--- src/rtl/wb_stage.sv ---
// RV64 write-back stage: selects the retiring value, extracts load data from the
// returned doubleword, and drives the wdata/wrd/wopcode/we port of the register file.
module wb_stage #(
  parameter int XLEN         = 64,
  parameter int LOAD_TIMEOUT = 16,
  parameter int TO_W         = 5
) (
  input  logic            clk,
  input  logic            rst,
  input  logic            in_valid,
  output logic            in_ready,
  input  logic [6:0]      opcode,
  input  logic [2:0]      func3,
  input  logic [4:0]      rd,
  input  logic [XLEN-1:0] alu_result,
  input  logic [XLEN-1:0] pc_plus4,
  input  logic            mem_rvalid,
  input  logic [XLEN-1:0] mem_rdata,
  output logic [XLEN-1:0] wdata,
  output logic [4:0]      wrd,
  output logic [6:0]      wopcode,
  output logic            we,
  output logic            align_err,
  output logic            timeout_err,
  output logic            illegal_op
);
  localparam logic [6:0] OP_LOAD  = 7'b0000011;
  localparam logic [6:0] OP_NOP   = 7'b0010011;
  localparam logic [6:0] OP_OP    = 7'b0110011;
  localparam logic [6:0] OP_OP32  = 7'b0111011;
  localparam logic [6:0] OP_IMM32 = 7'b0011011;
  localparam logic [6:0] OP_LUI   = 7'b0110111;
  localparam logic [6:0] OP_AUIPC = 7'b0010111;
  localparam logic [6:0] OP_JAL   = 7'b1101111;
  localparam logic [6:0] OP_JALR  = 7'b1100111;
  localparam logic [6:0] OP_STORE = 7'b0100011;
  localparam logic [6:0] OP_BR    = 7'b1100011;
  localparam logic [TO_W-1:0] TO_LAST = TO_W'(LOAD_TIMEOUT - 1);

  typedef enum logic {S_IDLE, S_WAIT} state_t;

  state_t            r_state, w_state_nx;
  logic [TO_W-1:0]   r_cnt, w_cnt_nx;
  logic [2:0]        r_f3, w_f3_nx;
  logic [2:0]        r_off, w_off_nx;
  logic [4:0]        r_rd, w_rd_nx;

  logic              w_we_nx, w_align_nx, w_to_nx, w_ill_nx;
  logic [4:0]        w_wrd_nx;
  logic [XLEN-1:0]   w_wdata_nx;
  logic [6:0]        w_wopc_nx;

  logic              w_accept, w_misalign;
  logic [7:0]        w_byte;
  logic [15:0]       w_half;
  logic [31:0]       w_word;
  logic [XLEN-1:0]   w_ld_data;

  assign in_ready = (r_state == S_IDLE);
  assign w_accept = in_valid & in_ready;

  // Natural alignment of the load size; func3=111 is screened out as illegal first.
  always_comb begin
    w_misalign = 1'b0;
    case (func3[1:0])
      2'b01:   w_misalign = alu_result[0];
      2'b10:   w_misalign = |alu_result[1:0];
      2'b11:   w_misalign = |alu_result[2:0];
      default: w_misalign = 1'b0;
    endcase
  end

  assign w_byte = mem_rdata[{r_off, 3'b000} +: 8];
  assign w_half = mem_rdata[{r_off[2:1], 4'b0000} +: 16];
  assign w_word = mem_rdata[{r_off[2], 5'b00000} +: 32];

  always_comb begin
    w_ld_data = mem_rdata;
    case (r_f3)
      3'b000:  w_ld_data = {{(XLEN-8){w_byte[7]}}, w_byte};
      3'b100:  w_ld_data = {{(XLEN-8){1'b0}}, w_byte};
      3'b001:  w_ld_data = {{(XLEN-16){w_half[15]}}, w_half};
      3'b101:  w_ld_data = {{(XLEN-16){1'b0}}, w_half};
      3'b010:  w_ld_data = {{(XLEN-32){w_word[31]}}, w_word};
      3'b110:  w_ld_data = {{(XLEN-32){1'b0}}, w_word};
      default: w_ld_data = mem_rdata;
    endcase
  end

  // Next state and next registered outputs; idle cycles present a harmless NOP to x0.
  always_comb begin
    w_state_nx = r_state;
    w_cnt_nx   = r_cnt;
    w_f3_nx    = r_f3;
    w_off_nx   = r_off;
    w_rd_nx    = r_rd;
    w_we_nx    = 1'b0;
    w_wrd_nx   = 5'd0;
    w_wdata_nx = '0;
    w_wopc_nx  = OP_NOP;
    w_align_nx = 1'b0;
    w_to_nx    = 1'b0;
    w_ill_nx   = 1'b0;
    case (r_state)
      S_IDLE: begin
        if (w_accept) begin
          w_wopc_nx = opcode;
          case (opcode)
            OP_OP, OP_NOP, OP_OP32, OP_IMM32, OP_LUI, OP_AUIPC: begin
              w_we_nx    = 1'b1;
              w_wrd_nx   = rd;
              w_wdata_nx = alu_result;
            end
            OP_JAL, OP_JALR: begin
              w_we_nx    = 1'b1;
              w_wrd_nx   = rd;
              w_wdata_nx = pc_plus4;
            end
            OP_LOAD: begin
              if (func3 == 3'b111) begin
                w_ill_nx = 1'b1;
              end else if (w_misalign) begin
                w_align_nx = 1'b1;
              end else begin
                w_wopc_nx  = OP_NOP;
                w_f3_nx    = func3;
                w_rd_nx    = rd;
                w_off_nx   = alu_result[2:0];
                w_cnt_nx   = '0;
                w_state_nx = S_WAIT;
              end
            end
            OP_STORE, OP_BR: ;
            default: w_ill_nx = 1'b1;
          endcase
        end
      end
      S_WAIT: begin
        if (mem_rvalid) begin
          w_we_nx    = 1'b1;
          w_wrd_nx   = r_rd;
          w_wdata_nx = w_ld_data;
          w_wopc_nx  = OP_LOAD;
          w_state_nx = S_IDLE;
        end else if (r_cnt == TO_LAST) begin
          w_to_nx    = 1'b1;
          w_wopc_nx  = OP_LOAD;
          w_state_nx = S_IDLE;
        end else begin
          w_cnt_nx = r_cnt + 1'b1;
        end
      end
      default: w_state_nx = S_IDLE;
    endcase
  end

  always_ff @(posedge clk) begin
    if (rst) begin
      r_state     <= S_IDLE;
      r_cnt       <= '0;
      r_f3        <= '0;
      r_off       <= '0;
      r_rd        <= '0;
      wdata       <= '0;
      wrd         <= '0;
      wopcode     <= OP_NOP;
      we          <= 1'b0;
      align_err   <= 1'b0;
      timeout_err <= 1'b0;
      illegal_op  <= 1'b0;
    end else begin
      r_state     <= w_state_nx;
      r_cnt       <= w_cnt_nx;
      r_f3        <= w_f3_nx;
      r_off       <= w_off_nx;
      r_rd        <= w_rd_nx;
      wdata       <= w_wdata_nx;
      wrd         <= w_wrd_nx;
      wopcode     <= w_wopc_nx;
      we          <= w_we_nx;
      align_err   <= w_align_nx;
      timeout_err <= w_to_nx;
      illegal_op  <= w_ill_nx;
    end
  end
endmodule

--- config.mk ---
export PLATFORM = sky130hd
export DESIGN_NAME = wb_stage
export DESIGN_NICKNAME = d
export VERILOG_FILES = /design/src/rtl/wb_stage.sv
export SDC_FILE = /design/constraint.sdc
export NUM_CORES = 1
export LEC_CHECK = 0
export ABC_CLOCK_PERIOD_IN_PS = 1900
export CORE_MARGIN = 10
export CORE_UTILIZATION = 37
export DETAILED_ROUTE_END_ITERATION = 16
export PLACE_DENSITY = 0.76
export SLEW_MARGIN = 40
export SYNTH_ARGS = -nofsm -noshare
export SYNTH_HDL_FRONTEND = slang
export SYNTH_SLANG_ARGS = --single-unit
--- constraint.sdc ---
create_clock -name clk -period 1.9 [get_ports clk]
set_input_delay 0.38 -clock clk [delete_from_list [all_inputs] [get_ports clk]]
set_output_delay 0.38 -clock clk [all_outputs]
set_load 0.01 [all_outputs]
==> impl_metrics.tcl, run 1 <==
set metrics [dict create \
    cts_buffers 9 \
    chipWidth_microns 145 \
    global_route_wire_length_before_repair_microns 41000 \
    syn_area_sq_um 5780 \
    synth_top_cell_by_area "sky130_fd_sc_hd__dfxtp_1" \
    post_dp_hpwl_microns 22300 \
    sequential_fraction_of_the_synthesis_area_pct 33.6 \
    antenna_violating_nets_post_route 0 \
    post-route-cell-area_sq_um 10100 \
    sum_of_met3_wire_segment_lengths_after_detailed_routing_microns 2390 \
    vias_per_cell 5.54 \
    dieArea_sq_um 21000 \
    nets_in_the_synthesized_netlist 862 \
    drt-met1-wl_microns 10900 \
    syn_area_per_cell_sq_um 8.91 \
    top_layer "met4" \
    hp-class "input port to register" \
    hold_viol_final 0 \
    pin_count_of_the_biggest_net_entering_global_routing 52 \
    synth-xor-area-share_pct 0 \
    drt-pass1-iter-count 6 \
    post_synth_inst_count 649 \
    multi_input_comb_area_sq_um 3650 \
    totalWireLength_microns 27400 \
    synth-warning-count 0 \
    via_count_of_the_first_global_routing_pass 6694 \
    synth-compound-area-share_pct 31.3 \
    fillerInstances 1243 \
    netlist.area_leader.share_pct 33.6 \
    pre_cts_ws_ns -0.408 \
    placement_rows 45 \
    fmax_mhz 545 \
    grt.overflow.total 0 \
    drv.max_cap_violation_count 0 \
    ys_async_sr_fraction_pct 0 \
    finish.net_count 1211 \
    timing.final.setup_violations 0 \
    timing.setup.critical_path_class "register to register" \
    yosys.cell_types.count 55 \
    grt_total_usage_pct 24.8 \
    ir_worst_vdd_mv 0.606 \
    fin_crit_ns 1.84 \
    fraction_of_the_mapped_netlist_area_in_adder_cells_pct 0.433 \
    synth_top_family_by_area "compound AO/OA/AOI/OAI gates" \
    synth_mux_area_share_pct 13.1 \
    critical_path.max_fanout 16 \
    initial_utilization_pct 37.9 \
    placement.cell_area_sq_um 9710 \
    remaining_drc_errors 0 \
    power.static_leakage_nw 3.86 \
    type_of_destination_of_the_critical_path "register" \
    netlist_top_cells_area "sky130_fd_sc_hd__dfxtp_1 34%, sky130_fd_sc_hd__a22o_1 6.5%, sky130_fd_sc_hd__mux4_2 5.5%" \
    clock_path_buffers 2 \
    cts.sinks 97 \
    tightest_slew_ns 0.423 \
    h_tree_depth 3 \
    first_iter_violations 708 \
    tritoncts "done" \
    synth_ff_type "sky130_fd_sc_hd__dfxtp_1" \
    worst-endpoint-required_ns 2.14 \
    yosys_register_bits 97 \
    cp.arrival_ns 2.08 \
    die_height_microns 145 \
    clk_pin_slew_worst_paths_ns 0.08 \
    dominant_cell_by_count_in_the_synthesized_netlist "sky130_fd_sc_hd__dfxtp_1" \
    timing.final.max_slew_violations 0 \
    grt_antenna_before_repair 2 \
    status "finished, final reports clean" \
    worst_skew_pair.late_latency_ns 0.35 \
    synth_enable_flop_cells 0 \
    regArea_sq_um 1950 \
    fraction_of_final_layout_cells_with_drive_strength_greater_than_1_pct 21.9 \
    core_area_sq_um 15300 \
    power_per_cell_area_nw_per_um2 480 \
    i_o_pin_count 292 \
    areaGrowthSynthToFinish_pct 75.3 \
    timing.slew.headroom_pct 71.0 \
    portBuffers 291 \
    skew_ns 0.00838 \
    layout_setup_ws_ns 0.0650 \
    critical_path.startpoint_type "register" \
    num_vias 6733 \
    root_buffer "sky130_fd_sc_hd__clkbuf_16" \
    synth-simple-area-share_pct 16.7 \
    dr_wl_met2_microns 13300 \
    place.gp.congestion 0.968 \
    post-route-period-util_pct 96.6 \
    netlist_top_cells_count "97 x sky130_fd_sc_hd__dfxtp_1, 66 x sky130_fd_sc_hd__nor2_1, 54 x sky130_fd_sc_hd__nand2_1" \
    wl_per_cell_microns 22.6 \
]
[per-layer routing]
layer | GRT usage, % | vias to the layer above
li1 | - | 3154
met1 | 29.1 | 3175
met2 | 41.1 | 359
met3 | 7.61 | 45
met4 | 9.91 | 0
met5 | 0 | -
[power by group]
| part | switching [mW] | total [mW] | internal, mW |
|---|---|---|---|
| registers | 0.00514 | 2.05 | 2.05 |
| clock network | 0.868 | 1.91 | 1.05 |
| logic | 0.315 | 0.896 | 0.581 |
[per-stage QoR]
| step | setup TNS (ns) | utilization, % | total power [mW] | cells | hold slack [ns] |
|---|---|---|---|---|---|
| 6_report | 0 | 66.4 | 4.86 | 1216 | 0.382 |
| 5_1_grt | -0.0438 | 66.4 | 5.03 | 1215 | 0.395 |
| 4_1_cts | 0 | 65.7 | 4.88 | 1213 | 0.488 |
| 3_5_place_dp | -28.22 | 63.6 | 2.98 | 1197 | 0.469 |
| 3_3_place_gp | -26.06 | 63.6 | 2.97 | 1197 | 0.456 |
| 2_1_floorplan | 0 | - | 2.28 | 649 | 0.449 |
[state kept, by name (all words and copies together) (netlist names)]
signal       cells
align_err        1
illegal_op       1
r_cnt            5
r_f3             3
r_off            3
r_rd             5
r_state          1
timeout_err      1
wdata           64
we               1
wopcode          7
wrd              5
[worst max-delay path, stage by stage (launching register included)]
cell and delay [ns]:
sky130_fd_sc_hd__dfxtp_4 0.41, sky130_fd_sc_hd__buf_6 0.16, sky130_fd_sc_hd__buf_12 0.16, sky130_fd_sc_hd__mux2i_1 0.42
sky130_fd_sc_hd__nand2b_1 0.11, sky130_fd_sc_hd__a21bo_2 0.23, sky130_fd_sc_hd__o221ai_1 0.12, sky130_fd_sc_hd__o21ai_0 0.10
[layout make-up]
type	count	area share, %
Clock inverter	7	0.827
Inverter	4	0.148
Clock buffer	9	2.22
Timing Repair Buffer	398	39.0
Sequential cell	97	19.2
Antenna cell	2	0.0494
Multi-Input combinational cell	488	36.0
Tap cell	211	2.60
[cell families (layout without fill, tap and decap cells)]
group | count (synthesis) | after routing
AO/OA/AOI/OAI | 233 | 233
AND/OR/NAND/NOR | 197 | 197
flip-flops | 97 | 97
buffers and inverters | 64 | 418
multiplexers | 56 | 56
adder cells (fa/ha/maj) | 2 | 2
other | 0 | 2
[cells in the final DEF, fill, tap and decap left out, types with 4 or more instances in the layout]
| master | netlist | layout |
|---|---|---|
| sky130_fd_sc_hd__a21bo_2 | 7 | 7 |
| sky130_fd_sc_hd__a21oi_1 | 21 | 20 |
| sky130_fd_sc_hd__a22o_1 | 43 | 43 |
| sky130_fd_sc_hd__a22oi_1 | 33 | 32 |
| sky130_fd_sc_hd__and2_1 | 4 | 4 |
| sky130_fd_sc_hd__buf_12 | 0 | 16 |
| sky130_fd_sc_hd__buf_4 | 2 | 85 |
| sky130_fd_sc_hd__buf_6 | 4 | 6 |
| sky130_fd_sc_hd__clkbuf_16 | 0 | 9 |
| sky130_fd_sc_hd__clkdlybuf4s50_1 | 0 | 287 |
| sky130_fd_sc_hd__dfxtp_1 | 97 | 95 |
| sky130_fd_sc_hd__dlymetal6s2s_1 | 0 | 4 |
| sky130_fd_sc_hd__mux2_2 | 17 | 14 |
| sky130_fd_sc_hd__mux2i_1 | 25 | 25 |
| sky130_fd_sc_hd__mux4_2 | 14 | 14 |
| sky130_fd_sc_hd__nand2_1 | 54 | 52 |
| sky130_fd_sc_hd__nand2b_1 | 28 | 28 |
| sky130_fd_sc_hd__nand3_1 | 11 | 10 |
| sky130_fd_sc_hd__nand3b_1 | 7 | 7 |
| sky130_fd_sc_hd__nor2_1 | 66 | 63 |
| sky130_fd_sc_hd__o211a_1 | 7 | 7 |
| sky130_fd_sc_hd__o211ai_1 | 8 | 8 |
| sky130_fd_sc_hd__o21ai_0 | 40 | 36 |
| sky130_fd_sc_hd__o21ai_1 | 0 | 4 |
| sky130_fd_sc_hd__o21ai_2 | 30 | 30 |
| sky130_fd_sc_hd__o221ai_1 | 24 | 21 |
| sky130_fd_sc_hd__o32a_1 | 8 | 8 |
[worst paths after layout]
path                 startpoint   endpoint  slack, ns  cells after the start
setup / recovery       r_off[2]  wdata[27]       0.06                      7
hold / removal    mem_rdata[31]  wdata[31]       0.38                      3
setup reg to reg       r_off[2]  wdata[27]       0.06                      7
hold reg to reg        r_cnt[4]   r_cnt[4]       0.48                      2
[repair_timing]
item,4_1_cts,5_1_grt
setup endpoints to repair,29,79
setup buffers,0,1
gates cloned,0,0
pin swaps,1,4
hold buffers,0,0
gates resized for setup,3,28
No activity file was read; power rests on OpenSTA's default activity.
==> inputs of run 2 (changes only) <==
--- a/config.mk
+++ b/config.mk
@@ -9,7 +9,7 @@
 export CORE_MARGIN = 10
 export CORE_UTILIZATION = 37
 export DETAILED_ROUTE_END_ITERATION = 16
-export PLACE_DENSITY = 0.76
+export PLACE_DENSITY = 0.9
 export SLEW_MARGIN = 40
 export SYNTH_ARGS = -nofsm -noshare
 export SYNTH_HDL_FRONTEND = slang
==> impl_metrics.tcl, run 2 (synthesized netlist as in run 1, its figures left out) <==
set metrics [dict create \
    layout.cells.most_common "sky130_fd_sc_hd__clkdlybuf4s50_1" \
    clock_path_buffers 2 \
    timing.slew.headroom_pct 70.9 \
    post-route-cell-area_sq_um 10200 \
    hold_viol_final 0 \
    via_count_of_the_first_global_routing_pass 6958 \
    core_area_sq_um 15300 \
    global_route_wire_length_before_repair_microns 41600 \
    post-route-period-util_pct 99.4 \
    finish.net_count 1214 \
    grt.overflow.total 0 \
    final_util_pct 66.7 \
    totalWireLength_microns 28500 \
    timing.final.max_slew_violations 0 \
    antenna_violating_nets_post_route 0 \
    crit_buf_inv 3 \
    critical_path.slowest_cell "sky130_fd_sc_hd__clkdlybuf4s50_1" \
    hp-class "input port to register" \
    fraction_of_final_layout_cells_with_drive_strength_greater_than_1_pct 22.4 \
    power_per_cell_area_nw_per_um2 495 \
    dieArea_sq_um 21000 \
    cts_buffers 9 \
    drv.max_cap_violation_count 0 \
    areaGrowthSynthToFinish_pct 76.1 \
    critPathMaxStageDelay_ns 0.54 \
    skew_ns 0.0111 \
    critical_path.startpoint_type "input port" \
    tns_ns 0 \
    top_library_cells_by_usage_in_the_layout_fill_and_taps_aside "287 x sky130_fd_sc_hd__clkdlybuf4s50_1, 95 x sky130_fd_sc_hd__dfxtp_1, 92 x sky130_fd_sc_hd__buf_4" \
    initial_utilization_pct 37.9 \
    clk_pin_slew_worst_paths_ns 0.07 \
    ir_worst_vdd_mv 0.385 \
    hold_buffers 0 \
    i_o_pin_count 292 \
    die_height_microns 145 \
    layout_setup_ws_ns 0.0105 \
    worst-endpoint-required_ns 2.19 \
    tightest_slew_ns 0.424 \
    max_flop_register "wdata" \
    remaining_drc_errors 0 \
    fmax_mhz 529 \
    reg.largest.list "wdata (64), wopcode (7)" \
    worst_skew_pair.late_latency_ns 0.36 \
    cp.arrival_ns 2.17 \
    pre_cts_ws_ns -0.448 \
    grt_antenna_before_repair 0 \
    drt-pass1-iter-count 6 \
    chipWidth_microns 145 \
    power.static_leakage_nw 3.87 \
    rsz0062_at_grt "yes" \
    cts.sinks 97 \
    pin_count_of_the_biggest_net_entering_global_routing 52 \
    status "finished, final reports clean" \
    placement.cell_area_sq_um 9640 \
    placement_rows 45 \
    num_vias 6900 \
    portBuffers 291 \
    first_iter_violations 625 \
    largest_register_ffs 64 \
    root_buffer "sky130_fd_sc_hd__clkbuf_16" \
    h_tree_depth 3 \
    wl_per_cell_microns 23.4 \
    timing.setup.critical_path_class "input port to register" \
    power.total_mw 5.04 \
    place.gp.congestion 1.02 \
    timing.critical_path.max_delay_family "buffers and inverters" \
    num_antenna_cells 0 \
    worstPathCellList "clkdlybuf4s50_1 -> mux2_2 -> o22ai_2 -> nor4_4 -> a22oi_4 -> buf_12 -> buf_12 -> o21ai_2" \
    crit_top_cell "sky130_fd_sc_hd__buf_12" \
    post_dp_hpwl_microns 22800 \
    type_of_destination_of_the_critical_path "register" \
    grt_total_usage_pct 25.2 \
    fin_crit_ns 1.89 \
    tritoncts "done" \
    critical_path.max_fanout 14 \
    timing.final.setup_violations 0 \
    vias_per_cell 5.67 \
]
## run 2: changes by cell type in the layout (fill, tap and decap cells not counted), moves of 2 or more
cell                       previous run  this run
sky130_fd_sc_hd__buf_4               85        92
sky130_fd_sc_hd__o21ai_0             36        29
sky130_fd_sc_hd__o21ai_1              4        11
sky130_fd_sc_hd__buf_12              16        12
sky130_fd_sc_hd__o221ai_1            21        17
sky130_fd_sc_hd__buf_6                6         3
sky130_fd_sc_hd__o221ai_2             3         6
sky130_fd_sc_hd__diode_2              2         0
## run 2: area by class of cell
| cell class | count | area, sq um |
|---|---|---|
| fillers | 1200 | 5070 |
| repair buffers | 401 | 3930 |
| multi-input cells | 488 | 3690 |
| flip-flops and latches | 97 | 1950 |
| well taps | 211 | 264 |
| clock buffers | 9 | 225 |
| clock inverters | 7 | 108 |
| inverters | 4 | 15.0 |
## run 2: path summary, 6_finish.rpt
check,from,end,slack (ns),cells after the start
worst min register to register,r_cnt[4],r_cnt[4],0.49,2
worst max register to register,r_off[2],wdata[36],0.03,8
worst min-delay path,mem_rdata[63],wdata[63],0.42,4
worst max-delay path,mem_rdata[55],wdata[36],0.01,8
## run 2: tightest hold or removal path: cells and delay by family
family                 cells  cell delay (ns)
AND/OR/NAND/NOR            1             0.04
buffers and inverters      2             0.24
AO/OA/AOI/OAI              1             0.09
## run 2: report_power, final
| group | switching (mW) | internal (mW) | leakage (nW) |
|---|---|---|---|
| clock network | 0.893 | 1.18 | 0.160 |
| logic | 0.327 | 0.587 | 2.92 |
| registers | 0.00556 | 2.05 | 0.784 |
## run 2: per-stage QoR
stage,hold WS [ns],std cells
floorplan,0.449,649
global placement,0.458,1195
detailed placement,0.471,1195
CTS,0.494,1213
global route,0.458,1217
finish,0.423,1217
## run 2: timing repair
action,in CTS,in global routing
pin swaps,2,4
cloned,0,2
buffers inserted,2,3
resized for setup,5,36
endpoints found under the setup margin,50,65
## run 2: layer usage
| layer | GRT usage (%) | part of all wire (%) |
|---|---|---|
| met5 | 0 | 0 |
| met4 | 9.75 | 3.1 |
| met3 | 8.17 | 8.7 |
| met2 | 42.6 | 49 |
| met1 | 28.9 | 39 |
==> inputs of run 3 (changes only) <==
--- a/config.mk
+++ b/config.mk
@@ -6,6 +6,7 @@
 export NUM_CORES = 1
 export LEC_CHECK = 0
 export ABC_CLOCK_PERIOD_IN_PS = 1900
+export CAP_MARGIN = 30
 export CORE_MARGIN = 10
 export CORE_UTILIZATION = 37
 export DETAILED_ROUTE_END_ITERATION = 16
==> results of run 3 <==
Final layout, timing and power as in run 2 (identical DEF).
